$ cat config.mk
export PLATFORM = sky130hd
export DESIGN_NAME = seg_scan
export DESIGN_NICKNAME = d
export VERILOG_FILES = /design/src/rtl/seg_scan.sv
export SDC_FILE = /design/constraint.sdc
export NUM_CORES = 1
export LEC_CHECK = 0
export BUFFER_PORTS_ARGS = -buffer_cell sky130_fd_sc_hd__buf_4
export CAP_MARGIN = 20
export CORE_MARGIN = 10
export CORE_UTILIZATION = 25
export CTS_CLUSTER_DIAMETER = 30
export DETAILED_ROUTE_END_ITERATION = 12
export GPL_TIMING_DRIVEN = 0
export SLEW_MARGIN = 20
export SYNTH_ARGS = -nofsm -noshare
export SYNTH_HDL_FRONTEND = slang
export SYNTH_SLANG_ARGS = --single-unit
$ cat constraint.sdc
create_clock -name clk -period 5.9 [get_ports clk]
set_input_delay 0.885 -clock clk [delete_from_list [all_inputs] [get_ports clk]]
set_output_delay 0.885 -clock clk [all_outputs]
set_load 0.05 [all_outputs]
$ cat src/rtl/seg_scan.sv
// Multiplexed 7-segment scanner with PWM brightness and frame-synchronous double buffering.
// Optional lamp test input is enabled by defining SEG_SCAN_LAMPTEST_EN.
module seg_scan #(
  parameter int NDIG     = 4,
  parameter int SCAN_DIV = 2,
  parameter int BRIGHT_W = 4
) (
  input  logic                  clk,
  input  logic                  reset,
  input  logic [4*NDIG-1:0]     value,
  input  logic [NDIG-1:0]       dp,
  input  logic                  load,
  input  logic [BRIGHT_W-1:0]   bright,
  input  logic                  blank_lz,
`ifdef SEG_SCAN_LAMPTEST_EN
  input  logic                  lamp_test,
`endif
  output logic [7:0]            leds,
  output logic [NDIG-1:0]       ct,
  output logic                  frame_done
);

  localparam int DW = (SCAN_DIV > 1) ? $clog2(SCAN_DIV) : 1;
  localparam int IW = (NDIG > 1) ? $clog2(NDIG) : 1;

  logic [DW-1:0]       div;
  logic [BRIGHT_W-1:0] step;
  logic [IW-1:0]       idx;

  logic [4*NDIG-1:0]   stage_val;
  logic [NDIG-1:0]     stage_dp;
  logic                pend;
  logic [4*NDIG-1:0]   disp_val;
  logic [NDIG-1:0]     disp_dp;

  logic                div_last;
  logic                slot_last;
  logic                frame_last;
  logic [NDIG-1:0]     blank;
  logic [3:0]          nib;
  logic                cur_dp;
  logic                pwm_on;
  logic [NDIG-1:0]     onehot;
  logic [7:0]          nleds;
  logic [NDIG-1:0]     nct;

  function automatic logic [7:0] font(input logic [3:0] n);
    logic [7:0] s;
    unique case (n)
      4'h0: s = 8'hC0;
      4'h1: s = 8'hF9;
      4'h2: s = 8'hA4;
      4'h3: s = 8'hB0;
      4'h4: s = 8'h99;
      4'h5: s = 8'h92;
      4'h6: s = 8'h82;
      4'h7: s = 8'hF8;
      4'h8: s = 8'h80;
      4'h9: s = 8'h90;
      4'hA: s = 8'h88;
      4'hB: s = 8'h83;
      4'hC: s = 8'hC6;
      4'hD: s = 8'hA1;
      4'hE: s = 8'h86;
      4'hF: s = 8'h8E;
    endcase
    return s;
  endfunction

  assign div_last   = (div == DW'(SCAN_DIV - 1));
  assign slot_last  = div_last && (&step);
  assign frame_last = slot_last && (idx == IW'(NDIG - 1));

  // A digit blanks when it and every more significant nibble are zero.
  always_comb begin
    logic z;
    z     = 1'b1;
    blank = '0;
    for (int i = NDIG - 1; i >= 0; i--) begin
      z        = z && (disp_val[4*i +: 4] == 4'h0);
      blank[i] = blank_lz && z && (i > 0);
    end
  end

  assign nib    = disp_val[4*idx +: 4];
  assign cur_dp = disp_dp[idx];
  assign pwm_on = (step < bright);
  assign onehot = NDIG'(1) << idx;

  always_comb begin
    nleds = {~cur_dp, font(nib)[6:0]};
    nct   = pwm_on ? onehot : '0;
    if (blank[idx]) begin
      nleds = cur_dp ? 8'h7F : 8'hFF;
      if (!cur_dp) nct = '0;
    end
`ifdef SEG_SCAN_LAMPTEST_EN
    if (lamp_test) begin
      nleds = 8'h00;
      nct   = pwm_on ? onehot : '0;
    end
`endif
  end

  always_ff @(posedge clk) begin
    if (reset) begin
      div        <= '0;
      step       <= '0;
      idx        <= '0;
      stage_val  <= '0;
      stage_dp   <= '0;
      pend       <= 1'b0;
      disp_val   <= '0;
      disp_dp    <= '0;
      leds       <= 8'hFF;
      ct         <= '0;
      frame_done <= 1'b0;
    end else begin
      div <= div_last ? '0 : div + DW'(1);
      if (div_last) step <= step + BRIGHT_W'(1);
      if (slot_last) idx <= (idx == IW'(NDIG - 1)) ? '0 : idx + IW'(1);
      frame_done <= frame_last;
      leds       <= nleds;
      ct         <= nct;
      if (load) begin
        stage_val <= value;
        stage_dp  <= dp;
        pend      <= 1'b1;
      end
      // A load on the boundary clock bypasses staging straight to display.
      if (frame_last) begin
        if (load) begin
          disp_val <= value;
          disp_dp  <= dp;
          pend     <= 1'b0;
        end else if (pend) begin
          disp_val <= stage_val;
          disp_dp  <= stage_dp;
          pend     <= 1'b0;
        end
      end
    end
  end

endmodule

==> impl_results.md, run 1 <==
- CP Depth: 7
- Critical path buffers and inverters: 3
- Avg Synthesized Cell Area: 10.2 um2
- Quantity of hold-fixing buffers added after cts: 0
- Overflow left after global routing: 0
- Highest-delay cell along the critical path: sky130_fd_sc_hd__mux4_1
- Synthesized Nets: 298
- Synth unique cells: 31
- Critical path's top delay family: multiplexers
- Ratio of routed vias to standard cells: 4.27
- Clock transition at the registers of the reported paths: 60 ps
- Worst setup timing slack at the placement stage: 3590 ps
- Unrepaired setup endpoints after global routing: false
- Total iterations of the first detailed-routing run: 4
- Achievable Freq: 0.430 GHz
- Count of input and output buffers: 39
- Max-slew violations: 0
- Detailed-route DRC error count: 0
- Leakage power figure: 1.38 nW
- Worst min path class: reg -> reg
- Transition time at the pin with the least slew margin: 782 ps
- Number of routed nets with antenna violations: 0
- Die Footprint: 14,900 um2
- Worst vdd ir: 94.3 uV
- Number of H-tree levels: 3
- Antenna violations before repair: 0
- Main synth FF type: sky130_fd_sc_hd__dfxtp_1
- Number of global-route vias before repair: 2,054
- Final estimated routing congestion in global placement: 0.803
- Number of failing setup endpoints in the final timing report: 0
- Drt initial violations: 44
- CP Data Required Time: 6130 ps
- Die Y: 122 um
- Flip-flop and latch count after synthesis: 61
- WHS Endpoint: stage_val[2]
- Root Buffer: sky130_fd_sc_hd__clkbuf_8
- Final critical-path required period: 2320 ps
- Portion of the post-synthesis area used by sequential elements: 47.0%
- Endpoints failing hold: 0
- Largest fanout on the critical path: 10
- Cell-by-cell trace of the critical path: buf_6 > mux4_1 > inv_1 > ha_1 > inv_1 > mux4_2 > nand2b_1
- Worst stage delay on the critical path: 710 ps
- Number of instances in the synthesized netlist: 256
- DR vias: 1,910
- Number of resized instances in the post-cts repair step: 0
- Number of cell rows: 37
- Count of warnings emitted by yosys: 0
- Max-Slew Margin vs Limit: 47.8%
- Layout cells sized above 1: 21.2%
- Number of synthesized flops with an enable pin: 0
- Clock network latency to the later pin of the worst-skew pair: 340 ps
- Clk sinks: 61
- Summed negative setup slack over all endpoints: 0 ps
- Layout Nets: 348
- Crit Path Class: reg -> reg
- Largest net degree at the start of global routing: 11
- Reg-to-reg critical path endpoint: leds[3]
- Hold Startpoint: stage_val[2]
- Wire length of the first global-routing pass: 9990 um
- Die Width: 122 um
- Number of setup buffers added after CTS: 0
- Run status: finished clean
- Cell depth of the worst flop-to-flop path: 7
- Global routing usage summed across all routing layers: 8.62%
- Cell depth of the worst hold path: 2
- Starting utilization of the core area: 25.4%
- Count of boundary I/O pins: 41
- Power density relative to cell area: 285 nW/um2
- Final HPWL from detailed placement: 4550 um
- Final setup slack of the worst path: 3580 ps
- Area of the core: 10,200 um2
- Area growth from synthesis to layout: 27.1%
- Element type at the critical path end: flop
- Worst r2r src: idx[0]
- Clock Path Buffers: 2
- Cell seen most often among critical-path stages: sky130_fd_sc_hd__inv_1
- Max cap viols: 0
- Diodes inserted: 0
- Critical path startpoint category: flop
- Total wire length: 5870 um
- Setup slack of the most critical reg-to-reg path: 3580 ps
- TritonCTS clock tree: built
- Ys async rst share: 0%
- Routed wire per std cell: 13.1 um
- Total CTS buffers: 9
- Period utilization: 39.4%
- Arrival time of data at the critical path endpoint: 2550 ps
- Mapped Area: 2600 um2
- Setup Skew: 5.04 ps
- Worst hold slack after final layout: 493 ps
-- cell type report --
| class | instances | area [um2] |
|---|---|---|
| tap | 136 | 170 |
| clock buffer | 12 | 145 |
| timing repair buffer | 39 | 293 |
| inverter | 16 | 60.1 |
| sequential | 61 | 1220 |
| clock inverter | 4 | 95.1 |
| fill | 1057 | 6930 |
| multi-input combinational | 163 | 1240 |
| buffer | 16 | 72.6 |
-- cells in the mapped netlist (3+ instances only) --
cell	instances	area, um2
sky130_fd_sc_hd__clkbuf_1	9	33.8
sky130_fd_sc_hd__nor3_1	5	25.0
sky130_fd_sc_hd__mux2i_1	23	230
sky130_fd_sc_hd__nand2b_1	3	18.8
sky130_fd_sc_hd__ha_1	14	175
sky130_fd_sc_hd__nor2_1	53	199
sky130_fd_sc_hd__o221ai_1	4	35.0
sky130_fd_sc_hd__inv_1	16	60.1
sky130_fd_sc_hd__mux4_1	3	78.8
sky130_fd_sc_hd__a211oi_1	24	180
sky130_fd_sc_hd__nand2_1	3	11.3
sky130_fd_sc_hd__dfxtp_1	61	1220
sky130_fd_sc_hd__buf_2	4	20.0
sky130_fd_sc_hd__a21oi_1	3	15.0
sky130_fd_sc_hd__xor2_1	6	52.6
sky130_fd_sc_hd__mux4_2	4	90.1
-- layer usage --
metal  part of all wire (%)  vias to the layer above  global-route usage [%]
li1                       -                      992                       -
met1                     46                      873                    10.1
met2                     46                       37                    13.4
met3                    6.2                        8                    3.93
met4                    1.2                        0                    3.65
met5                      0                        -                       0
-- cell usage in the layout, fill, tap and decap left out, types with 2 or more instances in the layout --
cell type | Yosys | final
sky130_fd_sc_hd__buf_2 | 4 | 4
sky130_fd_sc_hd__ha_1 | 14 | 14
sky130_fd_sc_hd__mux4_1 | 3 | 3
sky130_fd_sc_hd__nand4_1 | 2 | 2
sky130_fd_sc_hd__nor2_1 | 53 | 53
sky130_fd_sc_hd__nand2_1 | 3 | 3
sky130_fd_sc_hd__dfxtp_1 | 61 | 61
sky130_fd_sc_hd__o211ai_1 | 2 | 2
sky130_fd_sc_hd__buf_4 | 0 | 39
sky130_fd_sc_hd__nor3_1 | 5 | 5
sky130_fd_sc_hd__clkbuf_1 | 9 | 11
sky130_fd_sc_hd__xor2_1 | 6 | 6
sky130_fd_sc_hd__o221ai_1 | 4 | 4
sky130_fd_sc_hd__nor4_1 | 2 | 2
sky130_fd_sc_hd__mux4_2 | 4 | 4
sky130_fd_sc_hd__buf_1 | 2 | 2
sky130_fd_sc_hd__a21o_1 | 2 | 2
sky130_fd_sc_hd__mux2i_1 | 23 | 23
sky130_fd_sc_hd__bufinv_16 | 0 | 3
sky130_fd_sc_hd__a21oi_1 | 3 | 3
sky130_fd_sc_hd__clkbuf_8 | 0 | 10
sky130_fd_sc_hd__inv_1 | 16 | 16
sky130_fd_sc_hd__a211oi_1 | 24 | 24
sky130_fd_sc_hd__o31ai_1 | 2 | 2
sky130_fd_sc_hd__nand2b_1 | 3 | 3
-- kinds of logic (layout without fill, tap and decap cells) --
| logic type | after synthesis | count (layout) | share of synthesized area, % |
|---|---|---|---|
| fa+ha+maj | 14 | 14 | 6.74 |
| compound gates | 39 | 39 | 11.2 |
| flops | 61 | 61 | 47.0 |
| simple gates | 72 | 72 | 11.8 |
| xor+xnor | 7 | 7 | 2.36 |
| mux | 31 | 31 | 15.8 |
| buf+inv | 32 | 87 | 5.10 |
-- worst max path at each step --
stage	start	endpoint	slack [ps]
detailed placement	idx[0]	leds[3]	3590
CTS	idx[0]	leds[3]	3580
global route	idx[0]	leds[3]	3470
floorplan	idx[0]	leds[3]	3800
global placement	idx[0]	leds[3]	3640
finish	idx[0]	leds[3]	3580
-- power breakdown --
group / total, mW / switching (mW) / internal (mW) / leakage, nW
logic: 0.0684 / 0.0382 / 0.0301 / 0.765
registers: 0.429 / 0.00418 / 0.425 / 0.499
clock network: 0.444 / 0.152 / 0.292 / 0.121
total: 0.942 / 0.195 / 0.747 / 1.38
-- tightest hold or removal path: stages (launching register included) --
cell and delay [ps]:
sky130_fd_sc_hd__dfxtp_1 310, sky130_fd_sc_hd__mux2i_1 70, sky130_fd_sc_hd__nor2_1 80
-- through the flow --
step | instance area (um2) | power (mW) | util, % | instances
after global placement | 3060 | 0.506 | 29.9 | 431
final | 3300 | 0.942 | 32.3 | 447
after CTS | 3300 | 0.955 | 32.3 | 447
after detailed placement | 3060 | 0.508 | 29.9 | 431
after floorplan | 2600 | 0.480 | - | 256
after global routing | 3300 | 0.981 | 32.3 | 447
-- state kept, by name, summed over array words and instances, names as in the netlist --
register / cells
disp_val: 16
stage_val: 16
leds: 8
ct: 4
disp_dp: 4
stage_dp: 4
step: 4
idx: 2
div: 1
frame_done: 1
pend: 1
Power figures use the tool's default switching activity.
==> run 2, diff against run 1 <==
ABC_AREA = 1   (was not set)
clock period = 2.1 ns   (was 5.9 ns; I/O delays follow)
==> impl_results.md, run 2 <==
- Mapped Area: 2820 um2
- DP Area: 3290 um2
- Number of H-tree levels: 3
- Clock network latency to the later pin of the worst-skew pair: 330 ps
- Overflow left after global routing: 0
- Fill count: 1,189
- Final critical-path required period: 1930 ps
- Die Footprint: 15,900 um2
- Endpoints failing hold: 0
- Count of boundary I/O pins: 41
- Unrepaired setup endpoints after global routing: false
- Leakage power figure: 1.65 nW
- Final estimated routing congestion in global placement: 0.852
- Final cell count without fillers: 585
- Worst vdd ir: 359 uV
- Layout Nets: 482
- Worst min path class: in -> reg
- Avg Synthesized Cell Area: 7.24 um2
- Critical path's top delay family: simple AND/OR/NAND/NOR gates
- Simple-gate share of the synthesized area: 28.4%
- Count of warnings emitted by yosys: 0
- Synthesized Nets: 431
- Total CTS buffers: 9
- Final HPWL from detailed placement: 5150 um
- Die Width: 126 um
- Area of the core: 10,900 um2
- Crit Path Class: reg -> reg
- Number of synthesized flops with an enable pin: 0
- Main synth FF type: sky130_fd_sc_hd__dfxtp_1
- Largest fanout on the critical path: 11
- Portion of netlist area occupied by mux cells: 0%
- Area occupied by multi-input gates: 1340 um2
- Total wire length: 6720 um
- Die Y: 126 um
- Power density relative to cell area: 820 nW/um2
- Critical path buffers and inverters: 3
- Element type at the critical path end: flop
- Footprint of the flip-flops and latches: 1220 um2
- Adder-cell area share of the yosys netlist: 6.22%
- Flip-flop and latch count after synthesis: 61
- Number of failing setup endpoints in the final timing report: 0
- Largest registers ranked by flip-flop count: disp_val: 16 flops, stage_val: 16 flops, leds: 8 flops
- Number of resized instances in the post-cts repair step: 0
- Met2 routed wirelength: 2890 um
- Worst stage delay on the critical path: 510 ps
- Most numerous cell types in the synthesized netlist: sky130_fd_sc_hd__nand2_1 (124), sky130_fd_sc_hd__dfxtp_1 (61), sky130_fd_sc_hd__a21oi_1 (45)
- Area fraction of the dominant cell type after synthesis: 43.3%
- Max-slew violations: 0
- DR vias: 2,493
- Transition time at the pin with the least slew margin: 585 ps
- Global routing usage summed across all routing layers: 8.60%
- Number of routed nets with antenna violations: 0
- Run status: finished clean
- Total iterations of the first detailed-routing run: 5
- Number of instances in the synthesized netlist: 389
- Ratio of routed vias to standard cells: 4.26
- Most frequent cells in the layout: sky130_fd_sc_hd__nand2_1 (124), sky130_fd_sc_hd__dfxtp_1 (61), sky130_fd_sc_hd__a21oi_1 (45)
- Routed wire per std cell: 11.5 um
- Drt initial violations: 123
- Area of all placed cells without fillers: 3610 um2
- Antenna violations before repair: 0
- Cell seen most often among critical-path stages: sky130_fd_sc_hd__nand2_1
- Most common cell in the synthesized netlist: sky130_fd_sc_hd__nand2_1
- Largest area contributor in the synthesized netlist: sky130_fd_sc_hd__dfxtp_1
- Detailed-routing wirelength on met1: 3370 um
- CP Data Required Time: 2290 ps
- Dominant combinational cell family by area after synthesis: simple AND/OR/NAND/NOR gates
- Total power draw: 2.96 mW
- Count of input and output buffers: 40
- Quantity of hold-fixing buffers added after cts: 0
- Wire length of the first global-routing pass: 11,300 um
- Cell-by-cell trace of the critical path: inv_2 > buf_6 > nand2_1 > nand3_1 > nand2_1 > inv_1 > ha_1 > nand3_1 > nand2_1 > nand2_1 > nand3_1
- Most common cell after layout, fill and taps aside: sky130_fd_sc_hd__nand2_1
- Max cap viols: 0
- Layout cells sized above 1: 18.0%
- Max-Slew Margin vs Limit: 61.0%
- Largest net degree at the start of global routing: 12
- Synth unique cells: 22
- Clk sinks: 61
- TritonCTS clock tree: built
- Worst hold slack after final layout: 208 ps
- Clock transition at the registers of the reported paths: 60 ps
- Area growth from synthesis to layout: 28.1%
- Diodes inserted: 0
- Leading cell types by total area after synthesis: sky130_fd_sc_hd__dfxtp_1 (43%), sky130_fd_sc_hd__nand2_1 (17%), sky130_fd_sc_hd__a21oi_1 (8.0%)
- Period utilization: 92.0%
- Summed negative setup slack over all endpoints: 0 ps
- Setup Skew: 9.08 ps
- Number of global-route vias before repair: 2,417
- Portion of the post-synthesis area used by sequential elements: 43.3%
- Arrival time of data at the critical path endpoint: 2120 ps
- Post-Synth XOR/XNOR Area: 0%
- Highest-delay cell along the critical path: sky130_fd_sc_hd__dfxtp_1
- Root Buffer: sky130_fd_sc_hd__clkbuf_16
- Number of cell rows: 38
- Compound-Gate Fraction of Synth Area: 12.9%
- Starting utilization of the core area: 25.8%
- Detailed-route DRC error count: 0
- Post-Place Cells: 569
- Achievable Freq: 0.517 GHz
- Critical path startpoint category: flop
- Number of setup buffers added after CTS: 0
- Clock Path Buffers: 2
- Top layer in use: met4
- Met3 routed WL: 373 um
- Ys async rst share: 0%
[run 2: cell count changes in the layout (fill, tap and decap cells not counted), moves of 5 or more]
cell / delta
sky130_fd_sc_hd__a21oi_1: +42
sky130_fd_sc_hd__clkbuf_8: -10
sky130_fd_sc_hd__mux2i_1: -23
sky130_fd_sc_hd__clkbuf_1: -6
sky130_fd_sc_hd__nand3_1: +33
sky130_fd_sc_hd__o21ai_1: +17
sky130_fd_sc_hd__nand2_1: +121
sky130_fd_sc_hd__nor2_1: -30
sky130_fd_sc_hd__clkbuf_16: +9
sky130_fd_sc_hd__a211oi_1: -24
sky130_fd_sc_hd__xor2_1: -6
sky130_fd_sc_hd__inv_1: +19
sky130_fd_sc_hd__buf_6: +5
[run 2: cell type report]
class	count	area share (%)
timing repair buffer	40	8.32
tap	140	4.85
sequential	61	33.8
buffer	16	3.08
clock buffer	10	6.34
multi-input combinational	273	37.1
inverter	39	4.06
clock inverter	6	2.43
[run 2: final timing paths]
check,from,end,slack (ps),cells after the start
max,idx[0],leds[5],170,11
min reg2reg,disp_val[0],disp_val[0],450,2
max reg2reg,idx[0],leds[5],170,11
min,reset,stage_dp[2],210,2
[run 2: metrics by stage]
| stage | util, % | worst slack, ps |
|---|---|---|
| after floorplan | - | 512 |
| after global placement | 30.1 | 239 |
| after detailed placement | 30.1 | 211 |
| after CTS | 33.0 | 204 |
| after global routing | 33.0 | 20.4 |
| final | 33.0 | 167 |
[run 2: kinds of logic (layout without fill, tap and decap cells)]
| logic type | after synthesis | count (layout) |
|---|---|---|
| AO/OA/AOI/OAI | 70 | 70 |
| adder cells (fa/ha/maj) | 14 | 14 |
| buffers and inverters | 55 | 111 |
| flip-flops | 61 | 61 |
| AND/OR/NAND/NOR | 189 | 189 |
[run 2: report_power, final]
part | internal [mW] | total [mW] | switching, mW
registers | 1.19 | 1.21 | 0.0123
clock network | 1.03 | 1.55 | 0.517
logic | 0.0818 | 0.202 | 0.120
total | 2.31 | 2.96 | 0.650
[run 2: per-layer routing]
layer | global-route usage, % | up-vias
met2 | 12.8 | 68
li1 | - | 1339
met3 | 3.19 | 8
met1 | 11.0 | 1078
met5 | 0 | -
met4 | 3.42 | 0
[run 2: worst reg2reg max path: stages (launching register included)]
cell                      delay [ps]
sky130_fd_sc_hd__dfxtp_1         510
sky130_fd_sc_hd__inv_2            90
sky130_fd_sc_hd__buf_6           160
sky130_fd_sc_hd__nand2_1          60
sky130_fd_sc_hd__nand3_1          80
sky130_fd_sc_hd__nand2_1         210
sky130_fd_sc_hd__inv_1           120
sky130_fd_sc_hd__ha_1            230
sky130_fd_sc_hd__nand3_1         140
sky130_fd_sc_hd__nand2_1          80
sky130_fd_sc_hd__nand2_1          60
sky130_fd_sc_hd__nand3_1          70
